## config.mk

```make
export PLATFORM = sky130hd
export DESIGN_NAME = floo_wormhole_arbiter
export DESIGN_NICKNAME = d
export VERILOG_FILES = /design/src/rtl/floo_wormhole_arbiter.sv
export SDC_FILE = /design/constraint.sdc
export NUM_CORES = 1
export LEC_CHECK = 0
export CAP_MARGIN = 20
export CORE_AREA = 2 2 140 142
export DETAILED_ROUTE_END_ITERATION = 7
export DIE_AREA = 0 0 142 144
export DONT_BUFFER_PORTS = 1
export SYNTH_ARGS = -nofsm -noshare
export SYNTH_HDL_FRONTEND = slang
export SYNTH_SLANG_ARGS = --single-unit
```

## constraint.sdc

```tcl
create_clock -name clk_i -period 3.35 [get_ports clk_i]
set_clock_uncertainty 0.05 [all_clocks]
set_input_delay 0.67 -clock clk_i [delete_from_list [all_inputs] [get_ports clk_i]]
set_output_delay 0.67 -clock clk_i [all_outputs]
set_load 0.03 [all_outputs]
```

## src/rtl/floo_wormhole_arbiter.sv

```systemverilog
// Output-port arbiter for the FlooNoC crossbar: round-robin at packet boundaries,
// wormhole lock from the first beat of a packet until its last-beat handshake.
module floo_wormhole_arbiter #(
    parameter int unsigned NumInputs = 4,
    parameter int unsigned DataWidth = 64,
    parameter int unsigned CntWidth  = 16
) (
    input  logic                                clk_i,
    input  logic                                rst_i,
    input  logic [NumInputs-1:0]                valid_i,
    output logic [NumInputs-1:0]                ready_o,
    input  logic [NumInputs-1:0][DataWidth-1:0] data_i,
    input  logic [NumInputs-1:0]                last_i,
    output logic                                valid_o,
    input  logic                                ready_i,
    output logic [DataWidth-1:0]                data_o,
    output logic                                last_o,
    output logic [NumInputs-1:0]                gnt_o,
    output logic                                locked_o,
    output logic [CntWidth-1:0]                 pkt_cnt_o
);
    localparam int unsigned IdxW = $clog2(NumInputs);
    typedef logic [IdxW-1:0] idx_t;
    typedef enum logic {IDLE, LOCKED} state_e;

    state_e                state_q;
    idx_t                  lock_idx_q, rr_ptr_q;
    logic [CntWidth-1:0]   pkt_cnt_q;

    idx_t rr_sel, cand, sel, rr_ptr_d;
    logic rr_found, sel_vld, hs;

    // Descending scan so the candidate closest to rr_ptr is written last and wins.
    always_comb begin
        rr_found = 1'b0;
        rr_sel   = '0;
        cand     = '0;
        for (int k = NumInputs - 1; k >= 0; k--) begin
            cand = idx_t'((int'(rr_ptr_q) + k) % NumInputs);
            if (valid_i[cand]) begin
                rr_found = 1'b1;
                rr_sel   = cand;
            end
        end
    end

    assign sel      = (state_q == LOCKED) ? lock_idx_q : rr_sel;
    assign sel_vld  = !rst_i && ((state_q == LOCKED) || rr_found);
    assign rr_ptr_d = (sel == idx_t'(NumInputs - 1)) ? '0 : sel + idx_t'(1);

    always_comb begin
        gnt_o   = '0;
        ready_o = '0;
        valid_o = 1'b0;
        data_o  = '0;
        last_o  = 1'b0;
        if (sel_vld) begin
            gnt_o[sel]   = 1'b1;
            ready_o[sel] = ready_i;
            valid_o      = valid_i[sel];
            data_o       = data_i[sel];
            last_o       = last_i[sel];
        end
    end

    assign hs = valid_o && ready_i;

    always_ff @(posedge clk_i or posedge rst_i) begin
        if (rst_i) begin
            state_q    <= IDLE;
            lock_idx_q <= '0;
            rr_ptr_q   <= '0;
            pkt_cnt_q  <= '0;
        end else begin
            unique case (state_q)
                IDLE: begin
                    if (valid_o) begin
                        if (ready_i && last_o) begin
                            rr_ptr_q  <= rr_ptr_d;
                            pkt_cnt_q <= pkt_cnt_q + CntWidth'(1);
                        end else begin
                            // Lock on a stall too, so the presented flit cannot be re-arbitrated away.
                            state_q    <= LOCKED;
                            lock_idx_q <= sel;
                        end
                    end
                end
                LOCKED: begin
                    if (hs && last_o) begin
                        state_q   <= IDLE;
                        rr_ptr_q  <= rr_ptr_d;
                        pkt_cnt_q <= pkt_cnt_q + CntWidth'(1);
                    end
                end
                default: state_q <= IDLE;
            endcase
        end
    end

    assign locked_o  = (state_q == LOCKED);
    assign pkt_cnt_o = pkt_cnt_q;

endmodule

```

=== Yosys cells after proc, flatten, opt, wreduce, memory -nomap -nowiden ===
Cells that the tools add are included.

* Register bits after elaboration: 21
* Input port bits: 267
* Output and inout port bits: 91
* Logic and storage cells: 74

* $add $sub $neg: 5
* Order comparisons: 6
* Equal/unequal tests: 4
* Mux-type cells: 43
* Bitwise logic cells: 3
* Reductions and logical operators: 9

{| class="wikitable"
|+ Operators with widths
! operator !! count
|-
| 64-bit binary-select mux with 2-bit select || 1
|-
| 64-bit two-way mux || 2
|-
| 16-bit two-way mux || 3
|-
| 16-bit one-hot mux with 2 select lines || 1
|-
| 2-bit two-way mux || 9
|-
| 16-bit by 1-bit adder with 16-bit output (second input constant) || 1
|-
| 1-bit two-way mux || 16
|-
| 2-bit by 3-bit less-than comparator with 1-bit output (second input constant) || 5
|-
| 1-bit binary-select mux with 2-bit select || 6
|-
| 4-bit two-way mux || 2
|-
| 3-bit AND reduction || 2
|-
| 1-bit logical AND || 5
|-
| 2-bit by 1-bit adder with 2-bit output (second input constant) || 2
|-
| 2-bit adder (second input constant) || 2
|-
| 4-bit AND || 1
|-
| 2-bit inequality test (second input constant) || 2
|-
| 2-bit one-hot mux with 2 select lines || 1
|-
| 1-bit demux with 2-bit select || 1
|-
| 2-bit equality test (second input constant) || 1
|-
| 2-bit by 1-bit greater-or-equal comparator with 1-bit output (second input constant) || 1
|-
| 2-bit by 1-bit inequality test with 1-bit output (second input constant) || 1
|-
| 1-bit inverter || 2
|-
| 1-bit one-hot mux with 2 select lines || 1
|-
| 1-bit logical NOT || 1
|-
| 1-bit logical OR || 1
|}

=== Depth between registers and ports, before layout ===
* Depth after elaboration: 15
* Mapped depth: 11
* Mapped depth without buffers: 7

=== Least setup slack after synthesis ===
Ideal clock, no wire load.

* Kind: input port to output port
* Start: input port valid_i[1]
* End: output port ready_o[2]
* Arrival: 2434 ps
* Required time: 2630 ps
* Setup slack: 196 ps
* Stages: 10
* Path buffers: 4
* Cell sequence: buf_2 nor2_1 nor2_1 a32o_1 buf_2 inv_2 buf_2 buf_2 ha_1 and3_1

* Word-level cells in the longest chain between the ends: 13
* Elaborated cells on any way between the ends: 26
* Classes of those cells: order compare (2); mux (20); bitwise (1); reduce/logical (3)

{| class="wikitable"
|+ Ends and longest elaborated chain
! what !! RTL line !! RTL
|-
| start, declared || 10 || <nowiki>input logic [NumInputs-1:0] valid_i,</nowiki>
|-
| 1-bit binary-select mux with 2-bit select || 40 || <nowiki>if (valid_i[cand]) begin</nowiki>
|-
| 1-bit two-way mux (implied by the code) || 40 ||
|-
| 2-bit two-way mux (4 in series) || 40 ||
|-
| 2-bit two-way mux || 47 || <nowiki>assign sel = (state_q == LOCKED) ? lock_idx_q : rr_sel;</nowiki>
|-
| 2-bit by 3-bit less-than comparator with 1-bit output (implied by the code) or 2-bit by 1-bit greater-or-equal comparator with 1-bit output (tied branches) || 59 || <nowiki>ready_o[sel] = ready_i;</nowiki>
|-
| 1-bit logical AND (implied by the code) || 59 ||
|-
| 1-bit two-way mux (implied by the code) || 59 ||
|-
| 1-bit demux with 2-bit select || 59 ||
|-
| 4-bit AND (no source line) || n/a ||
|-
| 4-bit two-way mux (*) || 57 || <nowiki>if (sel_vld) begin</nowiki>
|-
| end, declared || 11 || <nowiki>output logic [NumInputs-1:0] ready_o,</nowiki>
|}

Mark *: on every way between the ends. The rest lies on a longest branch, timed or not. The select of a mux whose other input is x is not followed.

=== Final worst setup path ===
* Start: register rr_ptr_q[0]
* End: output port data_o[26]

* Word-level cells in the longest chain between the ends: 11
* Elaborated cells on any way between the ends: 25
* Classes of those cells: add/sub (3); mux (20); reduce/logical (2)

{| class="wikitable"
|+ Ends and longest elaborated chain
! what !! RTL line !! RTL
|-
| start, declared || 27 || <nowiki>idx_t lock_idx_q, rr_ptr_q;</nowiki>
|-
| start signal, assigned || 79 || <nowiki>rr_ptr_q <= rr_ptr_d;</nowiki>
|-
| start signal, assigned || 91 || <nowiki>rr_ptr_q <= rr_ptr_d;</nowiki>
|-
| 2-bit adder || 39 || <nowiki>cand = idx_t'((int'(rr_ptr_q) + k) % NumInputs);</nowiki>
|-
| 1-bit binary-select mux with 2-bit select || 40 ||
|-
| 1-bit two-way mux (implied by the code) || 40 ||
|-
| 2-bit two-way mux (4 in series) || 40 ||
|-
| 2-bit two-way mux || 47 ||
|-
| 64-bit binary-select mux with 2-bit select || 61 || <nowiki>data_o = data_i[sel];</nowiki>
|-
| 64-bit two-way mux (implied by the code) || 61 ||
|-
| 64-bit two-way mux (*) || 57 ||
|-
| end, declared || 16 || <nowiki>output logic [DataWidth-1:0] data_o,</nowiki>
|}

Marks and branches as above.

==> impl_results.html <==
<table>
<tr><th>Metric</th><th>Value</th></tr>
<tr><th colspan="2">Cells and area</th></tr>
<tr><td>Layout cell share with drive strength beyond 1</td><td>0.152</td></tr>
<tr><td>Highest-count cells in the layout ignoring fill and taps</td><td>sky130_fd_sc_hd__nand2_1 (268), sky130_fd_sc_hd__nand3_1 (134), sky130_fd_sc_hd__and3_1 (71)</td></tr>
<tr><td>Area grow syn2layout</td><td>28.0%</td></tr>
<tr><td>Number of fill cells</td><td>2133</td></tr>
<tr><td>Nets@finish</td><td>951</td></tr>
<tr><td>Most common cell after layout, fill and taps aside</td><td>sky130_fd_sc_hd__nand2_1</td></tr>
<tr><th colspan="2">Critical path</th></tr>
<tr><td>Register-to-register path setup slack</td><td>0.54 ns</td></tr>
<tr><td>Critical path data arrival time</td><td>2.46 ns</td></tr>
<tr><td>Critical path class</td><td>reg -&gt; out</td></tr>
<tr><td>Required time reported for the critical path endpoint</td><td>2.63 ns</td></tr>
<tr><td>Startpoint type of the worst setup path</td><td>register</td></tr>
<tr><td>Category of the worst setup path capture point</td><td>output port</td></tr>
<tr><td>Maximum fanout encountered on the critical timing path</td><td>38</td></tr>
<tr><th colspan="2">CTS</th></tr>
<tr><td>Setup fix buffers added after clock tree synthesis</td><td>0</td></tr>
<tr><td>Library cell used as clock root buffer</td><td>sky130_fd_sc_hd__clkbuf_16</td></tr>
<tr><td>Clock tree from TritonCTS</td><td>built</td></tr>
<tr><td>Count of clock tree sinks</td><td>21</td></tr>
<tr><td>Gates resized, CTS repair</td><td>0</td></tr>
<tr><td>Clk_lat worst skew</td><td>0.25 ns</td></tr>
<tr><td>Hold bufs inserted after CTS</td><td>0</td></tr>
<tr><td>H-tree levels</td><td>1</td></tr>
<tr><td>Clock transition at the register clock pins on the worst setup and hold paths after CTS</td><td>0.05 ns</td></tr>
<tr><td>Number of buffers between clock root and the deepest sink</td><td>2</td></tr>
<tr><td>Clock buffers created by TritonCTS</td><td>3</td></tr>
<tr><th colspan="2">Place</th></tr>
<tr><td>Number of buffers added on ports</td><td>0</td></tr>
<tr><td>Total half-perimeter wirelength after legalization and detailed placement</td><td>12.9 mm</td></tr>
<tr><td>Final weighted congestion of routability-driven global placement</td><td>0.920</td></tr>
<tr><th colspan="2">Floorplan</th></tr>
<tr><td>Area of the die</td><td>20400 µm²</td></tr>
<tr><td>Die Span Y</td><td>144 µm</td></tr>
<tr><td>Die extent in x</td><td>142 µm</td></tr>
<tr><td>I/O pins</td><td>358</td></tr>
<tr><td>Area of the core</td><td>19100 µm²</td></tr>
<tr><td>Site Rows</td><td>51</td></tr>
<tr><td>Effective utilization at floorplan</td><td>0.194</td></tr>
<tr><th colspan="2">Global routing</th></tr>
<tr><td>Pin count of the biggest net entering global routing</td><td>76</td></tr>
<tr><td>Initial antenna violation count</td><td>2</td></tr>
<tr><td>Total congestion overflow after global routing</td><td>0</td></tr>
<tr><td>Number of global-route vias before repair</td><td>3946</td></tr>
<tr><td>Wire length of the first global-routing pass</td><td>21.6 mm</td></tr>
<tr><td>Overall fraction of global-route tracks in use</td><td>0.133</td></tr>
<tr><th colspan="2">STA</th></tr>
<tr><td>Fraction of the cycle the final worst path needs</td><td>0.949</td></tr>
<tr><td>Peak Freq</td><td>314 MHz</td></tr>
<tr><td>RSZ-0062 raised after global routing</td><td>false</td></tr>
<tr><td>Number of setup violations in the final report</td><td>0</td></tr>
<tr><td>Normalized max-slew margin</td><td>0.409</td></tr>
<tr><td>Number of pins with negative max-slew slack in the final report</td><td>0</td></tr>
<tr><td>Sum Neg Setup Slack</td><td>0 ns</td></tr>
<tr><td>Final period demand of the worst path</td><td>3.18 ns</td></tr>
<tr><td>Worst slew pin tran</td><td>0.887 ns</td></tr>
<tr><td>Final hold viol count</td><td>0</td></tr>
<tr><th colspan="2">Synthesis</th></tr>
<tr><td>Number of distinct library cells after synthesis</td><td>43</td></tr>
<tr><td>Mapped Avg Cell Area</td><td>5.70 µm²</td></tr>
<tr><td>Share of Yosys cell area claimed by the top area cell type</td><td>0.272</td></tr>
<tr><td>Cell type with the largest total area after synthesis</td><td>sky130_fd_sc_hd__nand2_1</td></tr>
<tr><td>Yosys warning total</td><td>0</td></tr>
<tr><td>Number of enable-type register cells in the synthesized netlist</td><td>0</td></tr>
<tr><td>Nets in the synthesized netlist</td><td>921</td></tr>
<tr><td>Most used flip-flop cell after synthesis</td><td>sky130_fd_sc_hd__dfrtp_1</td></tr>
<tr><td>Number of standard cells after synthesis</td><td>649</td></tr>
<tr><td>Netlist area before placement</td><td>3700 µm²</td></tr>
<tr><td>Synth area leaders</td><td>sky130_fd_sc_hd__nand2_1 (27%), sky130_fd_sc_hd__nand3_1 (18%), sky130_fd_sc_hd__dfrtp_1 (14%)</td></tr>
<tr><td>Synth async-reset ratio</td><td>1.00</td></tr>
<tr><td>Sequential area share after synthesis</td><td>0.142</td></tr>
<tr><td>Number of synthesized register bits</td><td>21</td></tr>
<tr><th colspan="2">Route</th></tr>
<tr><td>Avg Vias per Cell</td><td>5.21</td></tr>
<tr><td>Average routed wire per standard cell</td><td>17.7 µm</td></tr>
<tr><td>Total wire length</td><td>16.3 mm</td></tr>
<tr><td>Count of nets left with antenna violations after detail routing</td><td>0</td></tr>
<tr><td>Detailed Route Iter0 Violations</td><td>391</td></tr>
<tr><td>Number of remaining DRC errors</td><td>0</td></tr>
<tr><td>Number of search-and-repair iterations in the first detailed-routing pass</td><td>5</td></tr>
<tr><td>Routed vias</td><td>4786</td></tr>
<tr><th colspan="2">Pwr</th></tr>
<tr><td>Internal</td><td>0.00225 W</td></tr>
<tr><td>Clk network pwr share</td><td>0.045</td></tr>
<tr><td>Part of the power in registers</td><td>0.083</td></tr>
<tr><td>Leakage dissipation</td><td>2.36 nW</td></tr>
<tr><td>Switch share</td><td>0.590</td></tr>
<tr><td>Power consumption</td><td>0.00549 W</td></tr>
<tr><td>Worst vdd ir</td><td>0.476 mV</td></tr>
<tr><td>Power density over the cells</td><td>1160 nW/µm²</td></tr>
<tr><td>Sw power</td><td>0.00324 W</td></tr>
<tr><td>Comb power frac</td><td>0.871</td></tr>
<tr><th colspan="2">Min path</th></tr>
<tr><td>Worst hold-check path type</td><td>in -&gt; async</td></tr>
<tr><th colspan="2">Status</th></tr>
<tr><td>Run status</td><td>completed</td></tr>
<tr><th colspan="2">Run</th></tr>
<tr><td>Count of max-cap constraint violations</td><td>0</td></tr>
</table>
[registers in the layout, indices dropped and copies added, names as in the netlist]
signal and cells:
pkt_cnt_o 16, lock_idx_q 2, rr_ptr_q 2, locked_o 1
[power by group through the flow]
stage	sequential [W]	clock, W	combinational [W]
2_1_floorplan	0.000433	0	0.00316
3_3_place_gp	0.000459	0	0.00466
3_5_place_dp	0.000458	0	0.00469
4_1_cts	0.000454	0.000254	0.00470
5_1_grt	0.000472	0.000259	0.00517
6_report	0.000457	0.000249	0.00479
[critical path, stage by stage (launching register included)]
cell                       delay, ns
sky130_fd_sc_hd__dfrtp_1        0.46
sky130_fd_sc_hd__nor2b_1        0.22
sky130_fd_sc_hd__o21bai_1       0.13
sky130_fd_sc_hd__a32o_4         0.37
sky130_fd_sc_hd__inv_4          0.14
sky130_fd_sc_hd__buf_16         0.20
sky130_fd_sc_hd__nand2_1        0.09
sky130_fd_sc_hd__nand3_1        0.18
sky130_fd_sc_hd__and3_1         0.24
sky130_fd_sc_hd__buf_12         0.13
[logic make-up after synthesis]
kind of cell / Yosys count / share of synthesized area
AOI/OAI and AO/OA: 22 / 0.0544
DFF: 21 / 0.142
buffers and inverters: 61 / 0.0720
adders and majority gates: 5 / 0.0169
xor gates and xnor gates: 15 / 0.0355
and+or+nand+nor: 516 / 0.654
muxes: 9 / 0.0257
[synthesized netlist by cell type, types with 2 or more instances]
master	instances
sky130_fd_sc_hd__a311oi_4	2
sky130_fd_sc_hd__dfrtp_1	21
sky130_fd_sc_hd__and2_1	7
sky130_fd_sc_hd__buf_2	17
sky130_fd_sc_hd__and3_1	71
sky130_fd_sc_hd__xor2_1	14
sky130_fd_sc_hd__ha_1	5
sky130_fd_sc_hd__a21oi_1	4
sky130_fd_sc_hd__nor3_1	7
sky130_fd_sc_hd__mux2_1	4
sky130_fd_sc_hd__mux2i_1	5
sky130_fd_sc_hd__o21ai_1	4
sky130_fd_sc_hd__nor2_1	7
sky130_fd_sc_hd__nand3_1	134
sky130_fd_sc_hd__inv_1	3
sky130_fd_sc_hd__nor2b_1	5
sky130_fd_sc_hd__nor4_2	6
sky130_fd_sc_hd__clkbuf_1	33
sky130_fd_sc_hd__nand4_1	4
sky130_fd_sc_hd__nand2_1	268
sky130_fd_sc_hd__buf_1	4
sky130_fd_sc_hd__a31oi_1	2
sky130_fd_sc_hd__nor4b_1	2
[routing by layer]
layer	track usage	vias up	wire length, µm
met2	0.235	290	8160
met4	0.0532	0	467
met5	0	-	0
li1	-	2246	-
met3	0.0258	25	1490
met1	0.159	2225	6150
[per-stage QoR]
| stage | std cells | util | setup WS (ns) | hold slack [ns] | area, µm² |
|---|---|---|---|---|---|
| 3_3_place_gp | 911 | 0.242 | 0.111 | 0.466 | 4620 |
| 5_1_grt | 918 | 0.248 | 0.0569 | 0.483 | 4740 |
| 3_5_place_dp | 911 | 0.242 | 0.108 | 0.457 | 4620 |
| 4_1_cts | 915 | 0.246 | 0.0959 | 0.428 | 4700 |
| 6_report | 918 | 0.248 | 0.170 | 0.400 | 4740 |
| 2_1_floorplan | 649 | - | 0.196 | 0.408 | 3700 |
[final timing paths]
| kind | from | endpoint | depth (start not counted) |
|---|---|---|---|
| min in group clk_i | lock_idx_q[0] | lock_idx_q[0] | 1 |
| hold / removal | rst_i | pkt_cnt_o[0] | 1 |
| setup reg to reg | rr_ptr_q[0] | pkt_cnt_o[1] | 7 |
| max in group asynchronous | rst_i | pkt_cnt_o[5] | 1 |
| setup / recovery | rr_ptr_q[0] | data_o[26] | 9 |
| hold reg to reg | lock_idx_q[0] | lock_idx_q[0] | 1 |
[area by class of cell]
class	instances	area (µm²)	share of cell area
multi-input cells	567	2940	0.619
diodes	2	5.00	0.00106
inverters	5	26.3	0.00554
well taps	238	298	0.0628
repair buffers	81	871	0.184
flip-flops and latches	21	526	0.111
clock buffers	4	78.8	0.0166
No activity file was read; power rests on OpenSTA's default activity.
